## src/rtl/alu_pkg.sv

```systemverilog
// Shared definitions for the ALU result path: widths, error-flag indices and
// a helper that sizes occupancy counters.
package alu_pkg;

  localparam int unsigned ALU_DATA_WIDTH = 64;
  localparam int unsigned ALU_OPP_WIDTH  = 4;

  // Bit positions inside the sticky error vector.
  localparam int unsigned ERR_OVERFLOW   = 0;
  localparam int unsigned ERR_UNEXPECTED = 1;

  // A counter that must represent 0..depth inclusive.
  function automatic int unsigned level_width(input int unsigned depth);
    return $clog2(depth) + 1;
  endfunction

endpackage

```

## src/rtl/alu_sink_fifo.sv

```systemverilog
// Result FIFO with a registered first-word-fall-through output stage.
// Storage uses wrap-bit pointers; o_level_o counts storage plus output register.
module alu_sink_fifo
  import alu_pkg::*;
#(
  parameter int unsigned DATA_WIDTH = ALU_DATA_WIDTH,
  parameter int unsigned FIFO_DEPTH = 16
) (
  input  logic                             clk_i,
  input  logic                             rst_ni,
  input  logic                             push_i,
  input  logic [DATA_WIDTH-1:0]            push_data_i,
  output logic                             push_accept_o,
  output logic                             out_valid_o,
  output logic [DATA_WIDTH-1:0]            out_data_o,
  input  logic                             out_ready_i,
  output logic [level_width(FIFO_DEPTH)-1:0] level_o
);

  localparam int unsigned AW = $clog2(FIFO_DEPTH);
  localparam int unsigned LW = level_width(FIFO_DEPTH);

  logic [DATA_WIDTH-1:0] mem_q [FIFO_DEPTH];
  logic [AW:0]           wr_ptr_q, wr_ptr_d;
  logic [AW:0]           rd_ptr_q, rd_ptr_d;
  logic                  out_valid_q, out_valid_d;
  logic [DATA_WIDTH-1:0] out_data_q, out_data_d;
  logic [LW-1:0]         level_q, level_d;

  logic store_empty, store_full, full;
  logic pop, push_ok, load, from_mem, bypass, mem_we;

  assign store_empty = (wr_ptr_q == rd_ptr_q);
  assign store_full  = (wr_ptr_q[AW] != rd_ptr_q[AW]) &&
                       (wr_ptr_q[AW-1:0] == rd_ptr_q[AW-1:0]);
  // Total capacity is bounded by the level, output register included.
  assign full        = store_full || (level_q == LW'(FIFO_DEPTH));

  assign pop      = out_valid_q & out_ready_i;
  assign push_ok  = push_i & (~full | pop);
  assign load     = ~out_valid_q | pop;
  assign from_mem = load & ~store_empty;
  // Empty storage: an incoming result goes straight to the output register.
  assign bypass   = load & store_empty & push_ok;
  assign mem_we   = push_ok & ~bypass;

  // Next-state for pointers, output stage and level.
  always_comb begin
    wr_ptr_d    = wr_ptr_q;
    rd_ptr_d    = rd_ptr_q;
    out_valid_d = out_valid_q;
    out_data_d  = out_data_q;
    level_d     = level_q;

    if (mem_we) wr_ptr_d = wr_ptr_q + 1'b1;

    if (load) begin
      if (from_mem) begin
        out_valid_d = 1'b1;
        out_data_d  = mem_q[rd_ptr_q[AW-1:0]];
        rd_ptr_d    = rd_ptr_q + 1'b1;
      end else if (bypass) begin
        out_valid_d = 1'b1;
        out_data_d  = push_data_i;
      end else begin
        out_valid_d = 1'b0;
      end
    end

    unique case ({push_ok, pop})
      2'b10:   level_d = level_q + 1'b1;
      2'b01:   level_d = level_q - 1'b1;
      default: level_d = level_q;
    endcase
  end

  // Control and output registers, cleared asynchronously.
  always_ff @(posedge clk_i or negedge rst_ni) begin
    if (!rst_ni) begin
      wr_ptr_q    <= '0;
      rd_ptr_q    <= '0;
      out_valid_q <= 1'b0;
      out_data_q  <= '0;
      level_q     <= '0;
    end else begin
      wr_ptr_q    <= wr_ptr_d;
      rd_ptr_q    <= rd_ptr_d;
      out_valid_q <= out_valid_d;
      out_data_q  <= out_data_d;
      level_q     <= level_d;
    end
  end

  // Storage array; contents are don't-care while pointers say empty.
  always_ff @(posedge clk_i) begin
    if (mem_we) mem_q[wr_ptr_q[AW-1:0]] <= push_data_i;
  end

  assign push_accept_o = push_ok;
  assign out_valid_o   = out_valid_q;
  assign out_data_o    = out_data_q;
  assign level_o       = level_q;

endmodule

```

## src/rtl/alu_result_sink.sv

```systemverilog
// Receiving end of the non-stallable ALU result stream. Buffers results in
// alu_sink_fifo, re-presents them as AXI-Stream with tready, grants issue
// credit so a result always has a reserved slot, and keeps sticky error flags.
// Optional packet framing (m_axis_tlast) is enabled by ALU_SINK_TLAST_EN.
module alu_result_sink
  import alu_pkg::*;
#(
  parameter int unsigned DATA_WIDTH = ALU_DATA_WIDTH,
  parameter int unsigned FIFO_DEPTH = 16,
  parameter int unsigned PKT_LEN    = 8
) (
  input  logic                               aclk,
  input  logic                               aresetn,
  input  logic                               i_issue,
  output logic                               o_issue_allow,
  input  logic [DATA_WIDTH-1:0]              s_axis_result_tdata,
  input  logic                               s_axis_result_tvalid,
  output logic [DATA_WIDTH-1:0]              m_axis_tdata,
  output logic                               m_axis_tvalid,
  input  logic                               m_axis_tready,
`ifdef ALU_SINK_TLAST_EN
  output logic                               m_axis_tlast,
`endif
  output logic [level_width(FIFO_DEPTH)-1:0] o_level,
  output logic [1:0]                         o_error,
  input  logic                               i_clear
);

  localparam int unsigned LW = level_width(FIFO_DEPTH);
  localparam int unsigned CW = LW + 1;

  if (FIFO_DEPTH < 2 || (FIFO_DEPTH & (FIFO_DEPTH - 1)) != 0) begin : g_bad_depth
    $error("FIFO_DEPTH must be a power of two and at least 2");
  end
  if (PKT_LEN == 0) begin : g_bad_pkt_len
    $error("PKT_LEN must be at least 1");
  end

  logic          push_accept;
  logic [LW-1:0] level;
  logic [CW-1:0] inflight_q, inflight_d;
  logic [1:0]    err_q, err_d, err_set;
  logic [CW:0]   committed;

  alu_sink_fifo #(
    .DATA_WIDTH (DATA_WIDTH),
    .FIFO_DEPTH (FIFO_DEPTH)
  ) u_fifo (
    .clk_i         (aclk),
    .rst_ni        (aresetn),
    .push_i        (s_axis_result_tvalid),
    .push_data_i   (s_axis_result_tdata),
    .push_accept_o (push_accept),
    .out_valid_o   (m_axis_tvalid),
    .out_data_o    (m_axis_tdata),
    .out_ready_i   (m_axis_tready),
    .level_o       (level)
  );

  // Outstanding-operation count and sticky error next-state.
  always_comb begin
    inflight_d = inflight_q;
    unique case ({i_issue, s_axis_result_tvalid})
      2'b10:   inflight_d = inflight_q + 1'b1;
      2'b01:   if (inflight_q != '0) inflight_d = inflight_q - 1'b1;
      default: inflight_d = inflight_q;
    endcase

    err_set                 = '0;
    err_set[ERR_OVERFLOW]   = s_axis_result_tvalid & ~push_accept;
    err_set[ERR_UNEXPECTED] = s_axis_result_tvalid & (inflight_q == '0);
    // A new error in the clearing cycle survives the clear.
    err_d = (i_clear ? 2'b00 : err_q) | err_set;
  end

  // Credit and error state.
  always_ff @(posedge aclk or negedge aresetn) begin
    if (!aresetn) begin
      inflight_q <= '0;
      err_q      <= '0;
    end else begin
      inflight_q <= inflight_d;
      err_q      <= err_d;
    end
  end

  assign committed     = (CW + 1)'(level) + (CW + 1)'(inflight_q);
  assign o_issue_allow = committed < (CW + 1)'(FIFO_DEPTH);
  assign o_level       = level;
  assign o_error       = err_q;

`ifdef ALU_SINK_TLAST_EN
  localparam int unsigned PW = (PKT_LEN > 1) ? $clog2(PKT_LEN) : 1;

  logic [PW-1:0] pkt_cnt_q, pkt_cnt_d;
  logic          last_beat, pop;

  assign pop       = m_axis_tvalid & m_axis_tready;
  assign last_beat = (pkt_cnt_q == PW'(PKT_LEN - 1));

  // Beat position within the current packet.
  always_comb begin
    pkt_cnt_d = pkt_cnt_q;
    if (pop) pkt_cnt_d = last_beat ? '0 : pkt_cnt_q + 1'b1;
  end

  // Packet counter register.
  always_ff @(posedge aclk or negedge aresetn) begin
    if (!aresetn) pkt_cnt_q <= '0;
    else          pkt_cnt_q <= pkt_cnt_d;
  end

  assign m_axis_tlast = m_axis_tvalid & last_beat;
`endif

endmodule

```

## config.mk

```make
export PLATFORM = sky130hd
export DESIGN_NAME = alu_result_sink
export DESIGN_NICKNAME = d
export VERILOG_FILES = /design/src/rtl/alu_pkg.sv /design/src/rtl/alu_sink_fifo.sv /design/src/rtl/alu_result_sink.sv
export SDC_FILE = /design/constraint.sdc
export NUM_CORES = 1
export LEC_CHECK = 0
export ABC_AREA = 1
export BUFFER_PORTS_ARGS = -buffer_cell sky130_fd_sc_hd__buf_2
export CAP_MARGIN = 20
export CORE_ASPECT_RATIO = 1.25
export CORE_MARGIN = 1
export CORE_UTILIZATION = 55
export DETAILED_ROUTE_END_ITERATION = 10
export PLACE_DENSITY = 0.75
export SYNTH_ARGS = -nofsm -noshare
export SYNTH_HDL_FRONTEND = slang
export SYNTH_SLANG_ARGS = --single-unit
```

## constraint.sdc

```tcl
create_clock -name aclk -period 7.6 [get_ports aclk]
set_input_delay 0.38 -clock aclk [delete_from_list [all_inputs] [get_ports aclk]]
set_output_delay 0.38 -clock aclk [all_outputs]
set_load 0.03 [all_outputs]
```

==> metrics.cfg, run 1 <==
[run_status]
outcome=finished, final reports clean

[global_route]
grtUsageTotal_pct=26.5
grt_first_pass_wirelength_um=181000
grt_antenna_before_repair=2
grt_max_degree=122
gr-total-overflow=0
grt_pass1_vias=32600

[logic_synthesis]
async_reset_ff_share_pct=7.91
synth_seq_cells=1112
syn_area_um2=48600
synth_top_cells_by_count=nand2_1, edfxtp_1, inv_1, nand3_1, buf_2
ys_seq_area_share_pct=67.8
synthDistinctLibCells=31
ys.flop_type=edfxtp_1
yosysWarnings=0
yosys.cell_count.top_type=nand2_1
yosysTopAreaCell=edfxtp_1
syn_nets=4969
netlist.area_leader.share_pct=63.2
synth_edf_count=1024
netlist_instances=4881
yosys-top-cells-area=edfxtp_1, nand2_1, nand3_1
syn_avg_cell_area_um2=9.96

[floorplanning]
ios=143
die_y_um=334
num_rows=121
fp.dieW_um=268
start_util_pct=55.7
core_um2=87400
die_area_um2=89600

[detailed_routing]
drt-total-wl_um=118000
drc=0
drt_iter0_markers=3456
ant_nets=0
dr_total_vias=33300
wl_per_cell_um=19.0
drt_first_pass_iters=6
viasPerCell=5.37

[timing]
hold_viol=0
setup_viol_count_final=0
post-route-period-util_pct=60.9
worst_slew_pin_slew_ps=1130
fmax_mhz=216
slew_headroom_pct=24.4
drv_slew=0
rsz0062_at_grt=false
fin_crit_ps=4630
fin_tns_setup_ps=0
clock_skew_ps=47.0

[flow_run]
maxCapViolCount=0

[place]
routabilityCongestion=0.818
dp_hpwl_um=62500
port_buffers=142
placed_cell_area_um2=50200

[clocking]
tritoncts=done
cts_buffer_depth=3
post_cts_buffers=0
clk_latency_ps=700
cts_root_buffer=clkbuf_16
tritoncts.num_buffers=103
clkTransAtPathRegs_ps=70
ctsHoldBuffers=2
htree_levels=3
clock-sinks=1112
ctsResizeCount=0

[power]
ir_worst_vdd_uv=338
p_leak_nw=23.8
power_density_nw_per_um2=372
totalPowerFinal_w=0.0200

[layout]
drive_above_1_share_pct=8.06
design_area_um2=53700
final_nets=5023
fill_cells=6766
area_growth_pct=10.4

[worst_setup_path]
cpMaxStageDelayCell=nor2_4
arrival_ps=4920
worstSetupPathType=reg2reg
cp_max_fo=121
end_kind=register
crit_path_frequent_cell=nand2_1
start_kind=register
required_ps=7890
slowest_delay_ps=900
path_cells=inv_8 -> nand2_1 -> nand2_1 -> nor2_1 -> nand3_1 -> nand2_1 -> nand2_2 -> nand2_1 -> nor2_2 -> nand2_1 -> nor2_4 -> buf_4

[worst_hold_path]
hp-class=in2reg

==> stage by stage <==
step                      worst slack, ps  std cells  hold WS (ps)  util, %
after floorplan                      3060       4881          84.4        -
after global placement               2920       5993           413     57.4
after detailed placement             2920       5993           413     57.4
after CTS                            2910       6188          48.9     61.4
after global routing                 2660       6193          79.1     61.4
final                                2970       6194          82.5     61.4
==> registers in the layout (all words and copies together), names as in the netlist <==
| name | flops |
|---|---|
| u_fifo.rd_ptr_q | 5 |
| u_fifo.out_valid_o | 1 |
| o_error | 2 |
| u_fifo.out_data_o | 64 |
| u_fifo.level_o | 5 |
| inflight_q | 6 |
| u_fifo.mem_q | 1024 |
| u_fifo.wr_ptr_q | 5 |
==> logic make-up after synthesis <==
kind of cell	count (synthesis)	synth area share (%)
buffers and inverters	1036	8.46
DFF	1112	67.8
AOI/OAI and AO/OA	83	1.20
and+or+nand+nor	2615	21.8
adders and majority gates	18	0.494
xor gates and xnor gates	17	0.306
==> worst max-delay path, delay by kind of cell, from the launching register on <==
family                 cells  cell delay [ps]
AND/OR/NAND/NOR           10             2090
buffers and inverters      2             1370
flip-flops                 1              720
==> placed cells by master, fill, tap and decap left out, drive strengths merged <==
| cell type | count |
|---|---|
| a31oi | 1 |
| dlygate4sd3 | 2 |
| o211ai | 65 |
| nand4 | 3 |
| edfxtp | 1024 |
| fa | 2 |
| a21oi | 6 |
| xor2 | 10 |
| inv | 778 |
| diode | 3 |
| xnor2 | 7 |
| nand2 | 1989 |
| o22ai | 2 |
| nand3b | 1 |
| clkinvlp | 3 |
| a31o | 1 |
| ha | 16 |
| bufinv | 8 |
| clkbuf | 145 |
| nor2 | 28 |
| buf | 187 |
| o21ai | 8 |
| nor4 | 1 |
| dfrtp | 88 |
| nand3 | 593 |
| clkinv | 55 |
==> report_power, final <==
| group | internal [W] | leakage (nW) | switching (W) |
|---|---|---|---|
| Clock | 0.00297 | 1.67 | 0.00220 |
| Combinational | 0.00189 | 11.8 | 0.00502 |
| Sequential | 0.00745 | 10.3 | 0.000439 |
| Total | 0.0123 | 23.8 | 0.00766 |
==> final timing paths <==
kind | start | endpoint | slack [ps] | cells after the start
min in group asynchronous | aresetn | inflight_q[2]$_DFFE_PN0P_ | 240 | 2
setup / recovery | u_fifo.rd_ptr_q[1]$_DFFE_PN0P_ | u_fifo.mem_q[11][10]$_DFFE_PP_ | 2970 | 12
hold / removal | s_axis_result_tdata[57] | u_fifo.mem_q[0][57]$_DFFE_PP_ | 80 | 1
setup reg to reg | u_fifo.rd_ptr_q[1]$_DFFE_PN0P_ | u_fifo.mem_q[11][10]$_DFFE_PP_ | 2970 | 12
max in group asynchronous | aresetn | u_fifo.rd_ptr_q[0]$_DFFE_PN0P_ | 6010 | 3
hold reg to reg | u_fifo.rd_ptr_q[4]$_DFFE_PN0P_ | u_fifo.rd_ptr_q[4]$_DFFE_PN0P_ | 490 | 1
==> metal layers <==
| layer | track usage (%) | wire length [um] | vias to the layer above |
|---|---|---|---|
| met2 | 44.6 | 57700 | 1526 |
| met3 | 3.83 | 10400 | 239 |
| met4 | 10.4 | 3670 | 0 |
| met1 | 34.6 | 45800 | 15900 |
| met5 | 0 | 0 | - |
| li1 | - | - | 15700 |
==> cell type report <==
cell class | instances | area (um^2) | area share, %
flip-flops and latches | 1112 | 33000 | 61.4
inverters | 796 | 3010 | 5.61
clock inverters | 48 | 449 | 0.837
diodes | 3 | 7.51 | 0.0140
repair buffers | 189 | 1120 | 2.08
multi-input cells | 2733 | 11700 | 21.8
clock buffers | 145 | 2950 | 5.49
well taps | 1168 | 1460 | 2.72
Note: power is estimated with default switching activity, not from simulation.
==> run 2, diff against run 1 <==
--- a/config.mk
+++ b/config.mk
@@ -5,14 +5,14 @@
 export SDC_FILE = /design/constraint.sdc
 export NUM_CORES = 1
 export LEC_CHECK = 0
-export ABC_AREA = 1
+export ABC_AREA = 0
 export BUFFER_PORTS_ARGS = -buffer_cell sky130_fd_sc_hd__buf_2
 export CAP_MARGIN = 20
 export CORE_ASPECT_RATIO = 1.25
 export CORE_MARGIN = 1
 export CORE_UTILIZATION = 55
 export DETAILED_ROUTE_END_ITERATION = 10
-export PLACE_DENSITY = 0.75
+export PLACE_DENSITY = 0.78
 export SYNTH_ARGS = -nofsm -noshare
 export SYNTH_HDL_FRONTEND = slang
 export SYNTH_SLANG_ARGS = --single-unit
==> constraint.sdc (replaced) <==
create_clock -name aclk -period 3.9 [get_ports aclk]
set_input_delay 0.195 -clock aclk [delete_from_list [all_inputs] [get_ports aclk]]
set_output_delay 0.195 -clock aclk [all_outputs]
set_load 0.03 [all_outputs]
==> run 2 against run 1 <==
Sequential power is 94% higher. Combinational power is 52% higher. Clock power is 89% higher. Via count is 36% lower. Critical path depth is 5 lower.
==> metrics.cfg, run 2 <==
[layout]
final_cell_mix=edfxtp_1, mux4_2, buf_2, a22oi_1, clkbuf_16  ; was nand2_1, edfxtp_1, inv_1, nand3_1, buf_2
drive_above_1_share_pct=28.0  ; was 8.06%
stdcell_count=3191  ; was 6194
largest_reg_flops=1024  ; unchanged
final_nets=2218  ; was 5023
area_growth_pct=14.0  ; was 10.4%
mostFrequentLayoutCell=edfxtp_1  ; was nand2_1

[timing]
fin_crit_ps=3510  ; was 4630 ps
drv_slew=0  ; unchanged
slew_headroom_pct=24.2  ; was 24.4%
worst_slew_pin_slew_ps=1140  ; was 1130 ps
setup_viol_count_final=0  ; unchanged
clock_skew_ps=22.7  ; was 47.0 ps
post-route-period-util_pct=89.9  ; was 60.9%
fin_tns_setup_ps=0  ; unchanged
rsz0062_at_grt=false  ; unchanged
hold_viol=0  ; unchanged
fmax_mhz=285  ; was 216 MHz

[logic_synthesis]
ys_seq_area_share_pct=77.9  ; was 67.8%
syn_avg_cell_area_um2=22.4  ; was 9.96 um^2
yosysTopAreaCell=edfxtp_1  ; unchanged
netlist.area_leader.share_pct=72.7  ; was 63.2%
synth-xor-area-share_pct=0.455  ; was 0.306%
syn_area_um2=42300  ; was 48600 um^2
syn_nets=1976  ; was 4969
synth-compound-area-share_pct=5.04  ; was 1.20%
synth_seq_cells=1112  ; unchanged
synth_edf_count=1024  ; unchanged
netlist_instances=1888  ; was 4881
synth_top_cells_by_count=edfxtp_1, mux4_2, a22oi_1, dfrtp_1, a21oi_1  ; was nand2_1, edfxtp_1, inv_1, nand3_1, buf_2
yosysWarnings=0  ; unchanged
ys.flop_type=edfxtp_1  ; unchanged
synthAdderAreaFrac_pct=0.568  ; was 0.494%
synthDistinctLibCells=46  ; was 31
yosys.cell_count.top_type=edfxtp_1  ; was nand2_1
synth_top_family_by_area=multiplexers  ; was simple AND/OR/NAND/NOR gates
async_reset_ff_share_pct=7.91  ; unchanged
yosys.area_share.simple_pct=0.763  ; was 21.8%
yosys-top-cells-area=edfxtp_1, mux4_2, dfrtp_1  ; was edfxtp_1, nand2_1, nand3_1
synthMuxAreaShare_pct=13.8  ; was 0%

[worst_hold_path]
hp-class=in2reg  ; unchanged

[worst_setup_path]
end_kind=register  ; unchanged
start_kind=register  ; unchanged
cp_max_fo=50  ; was 121
required_ps=4230  ; was 7890 ps
cpMaxStageDelayCell=and3_4  ; was nor2_4
slowest_delay_ps=950  ; was 900 ps
path_cells=xnor2_1 -> nand4_1 -> o221ai_1 -> a21boi_1 -> buf_4 -> and3_4 -> buf_4  ; was inv_8 -> nand2_1 -> nand2_1 -> nor2_1 -> nand3_1 -> nand2_1 -> nand2_2 -> nand2_1 -> nor2_2 -> nand2_1 -> nor2_4 -> buf_4
worstSetupPathType=reg2reg  ; unchanged
arrival_ps=3840  ; was 4920 ps
crit_path_frequent_cell=buf_4  ; was nand2_1

[power]
power_density_nw_per_um2=739  ; was 372 nW/um^2
ir_worst_vdd_uv=617  ; was 338 uV
p_leak_nw=15.8  ; was 23.8 nW
totalPowerFinal_w=0.0356  ; was 0.0200 W

[clocking]
tritoncts=done  ; unchanged
post_cts_buffers=0  ; unchanged
clkTransAtPathRegs_ps=60  ; was 70 ps
tritoncts.num_buffers=97  ; was 103
ctsHoldBuffers=70  ; was 2
cts_buffer_depth=3  ; unchanged
cts_root_buffer=clkbuf_16  ; unchanged
clock-sinks=1112  ; unchanged
clk_latency_ps=660  ; was 700 ps
htree_levels=3  ; unchanged
ctsResizeCount=0  ; unchanged

[floorplanning]
ios=143  ; unchanged
start_util_pct=55.6  ; was 55.7%
die_y_um=312  ; was 334 um
die_area_um2=78100  ; was 89600 um^2
num_rows=113  ; was 121
core_um2=76100  ; was 87400 um^2
fp.dieW_um=250  ; was 268 um

[run_status]
outcome=finished, final reports clean  ; unchanged

[detailed_routing]
drt-total-wl_um=99700  ; was 118000 um
dr_total_vias=21400  ; was 33300
drt_iter0_markers=2538  ; was 3456
drt_first_pass_iters=7  ; was 6
ant_nets=0  ; unchanged
wl_per_cell_um=31.2  ; was 19.0 um
viasPerCell=6.72  ; was 5.37
drc=0  ; unchanged

[place]
dp_hpwl_um=49300  ; was 62500 um
port_buffers=142  ; unchanged
dp.cells=2938  ; was 5993
routabilityCongestion=0.780  ; was 0.818

[global_route]
grt_antenna_before_repair=2  ; unchanged
grt_first_pass_wirelength_um=148000  ; was 181000 um
grt_max_degree=157  ; was 122
gr-total-overflow=0  ; unchanged
grtUsageTotal_pct=25.9  ; was 26.5%
grt_pass1_vias=22500  ; was 32600

[flow_run]
maxCapViolCount=0  ; unchanged

## run 2: worst max-delay path, delay by kind of cell, from the launching register on
| family | cells | cell delay [ps] |
|---|---|---|
| buffers and inverters | 2 | 640 |
| XOR/XNOR | 1 | 200 |
| flip-flops | 1 | 570 |
| AND/OR/NAND/NOR | 2 | 1180 |
| AO/OA/AOI/OAI | 2 | 550 |
## run 2: layout make-up
class | count | area (um^2)
multi-input combinational | 653 | 8870
clock buffer | 130 | 2680
tap | 977 | 1220
fill | 4748 | 27800
inverter | 13 | 48.8
antenna | 1 | 2.50
timing repair buffer | 253 | 1930
sequential | 1112 | 33000
clock inverter | 52 | 534
## run 2: stage by stage
step           cell area (um^2)  util (%)  hold WS (ps)  setup WS, ps
3_3_place_gp              44200      58.1           368           566
2_1_floorplan             42300         -          -101           301
3_5_place_dp              44300      58.3           382           502
4_1_cts                   48300      63.4         0.710           455
6_report                  48300      63.4          28.4           392
5_1_grt                   48300      63.4          65.1           261
## run 2: power by group
| group | switching (W) | internal [W] | leakage [nW] |
|---|---|---|---|
| clock network | 0.00425 | 0.00552 | 1.57 |
| registers | 0.000720 | 0.0146 | 10.3 |
| logic | 0.00613 | 0.00440 | 3.91 |
| total | 0.0111 | 0.0245 | 15.8 |
## run 2: cells by family after synthesis
group                      count (synthesis)
DFF                                     1112
adders and majority gates                 18
and+or+nand+nor                           59
AOI/OAI and AO/OA                        290
buffers and inverters                    123
muxes                                    264
xor gates and xnor gates                  22
## run 2: metal layers
| layer | share of wire, % | wire length, um | GRT usage (%) | vias to the layer above |
|---|---|---|---|---|
| met5 | 0.026 | 26 | 0 | - |
| met4 | 2.6 | 2630 | 9.22 | 4 |
| met3 | 10 | 10300 | 5.17 | 194 |
| met2 | 51 | 50900 | 43.3 | 1520 |
| met1 | 36 | 35900 | 34.4 | 11100 |
| li1 | - | - | - | 8577 |
## run 2: path summary, 6_finish.rpt
path	start	to	slack, ps	cells after the start
setup / recovery	u_fifo.rd_ptr_q[0]$_DFFE_PN0P_	u_fifo.mem_q[14][58]$_DFFE_PP_	390	7
min in group asynchronous	aresetn	u_fifo.out_data_o[27]$_DFFE_PN0P_	240	2
hold reg to reg	inflight_q[5]$_DFFE_PN0P_	inflight_q[5]$_DFFE_PN0P_	490	1
hold / removal	i_issue	inflight_q[5]$_DFFE_PN0P_	30	4
setup reg to reg	u_fifo.rd_ptr_q[0]$_DFFE_PN0P_	u_fifo.mem_q[14][58]$_DFFE_PP_	390	7
max in group asynchronous	aresetn	u_fifo.out_data_o[46]$_DFFE_PN0P_	2650	3
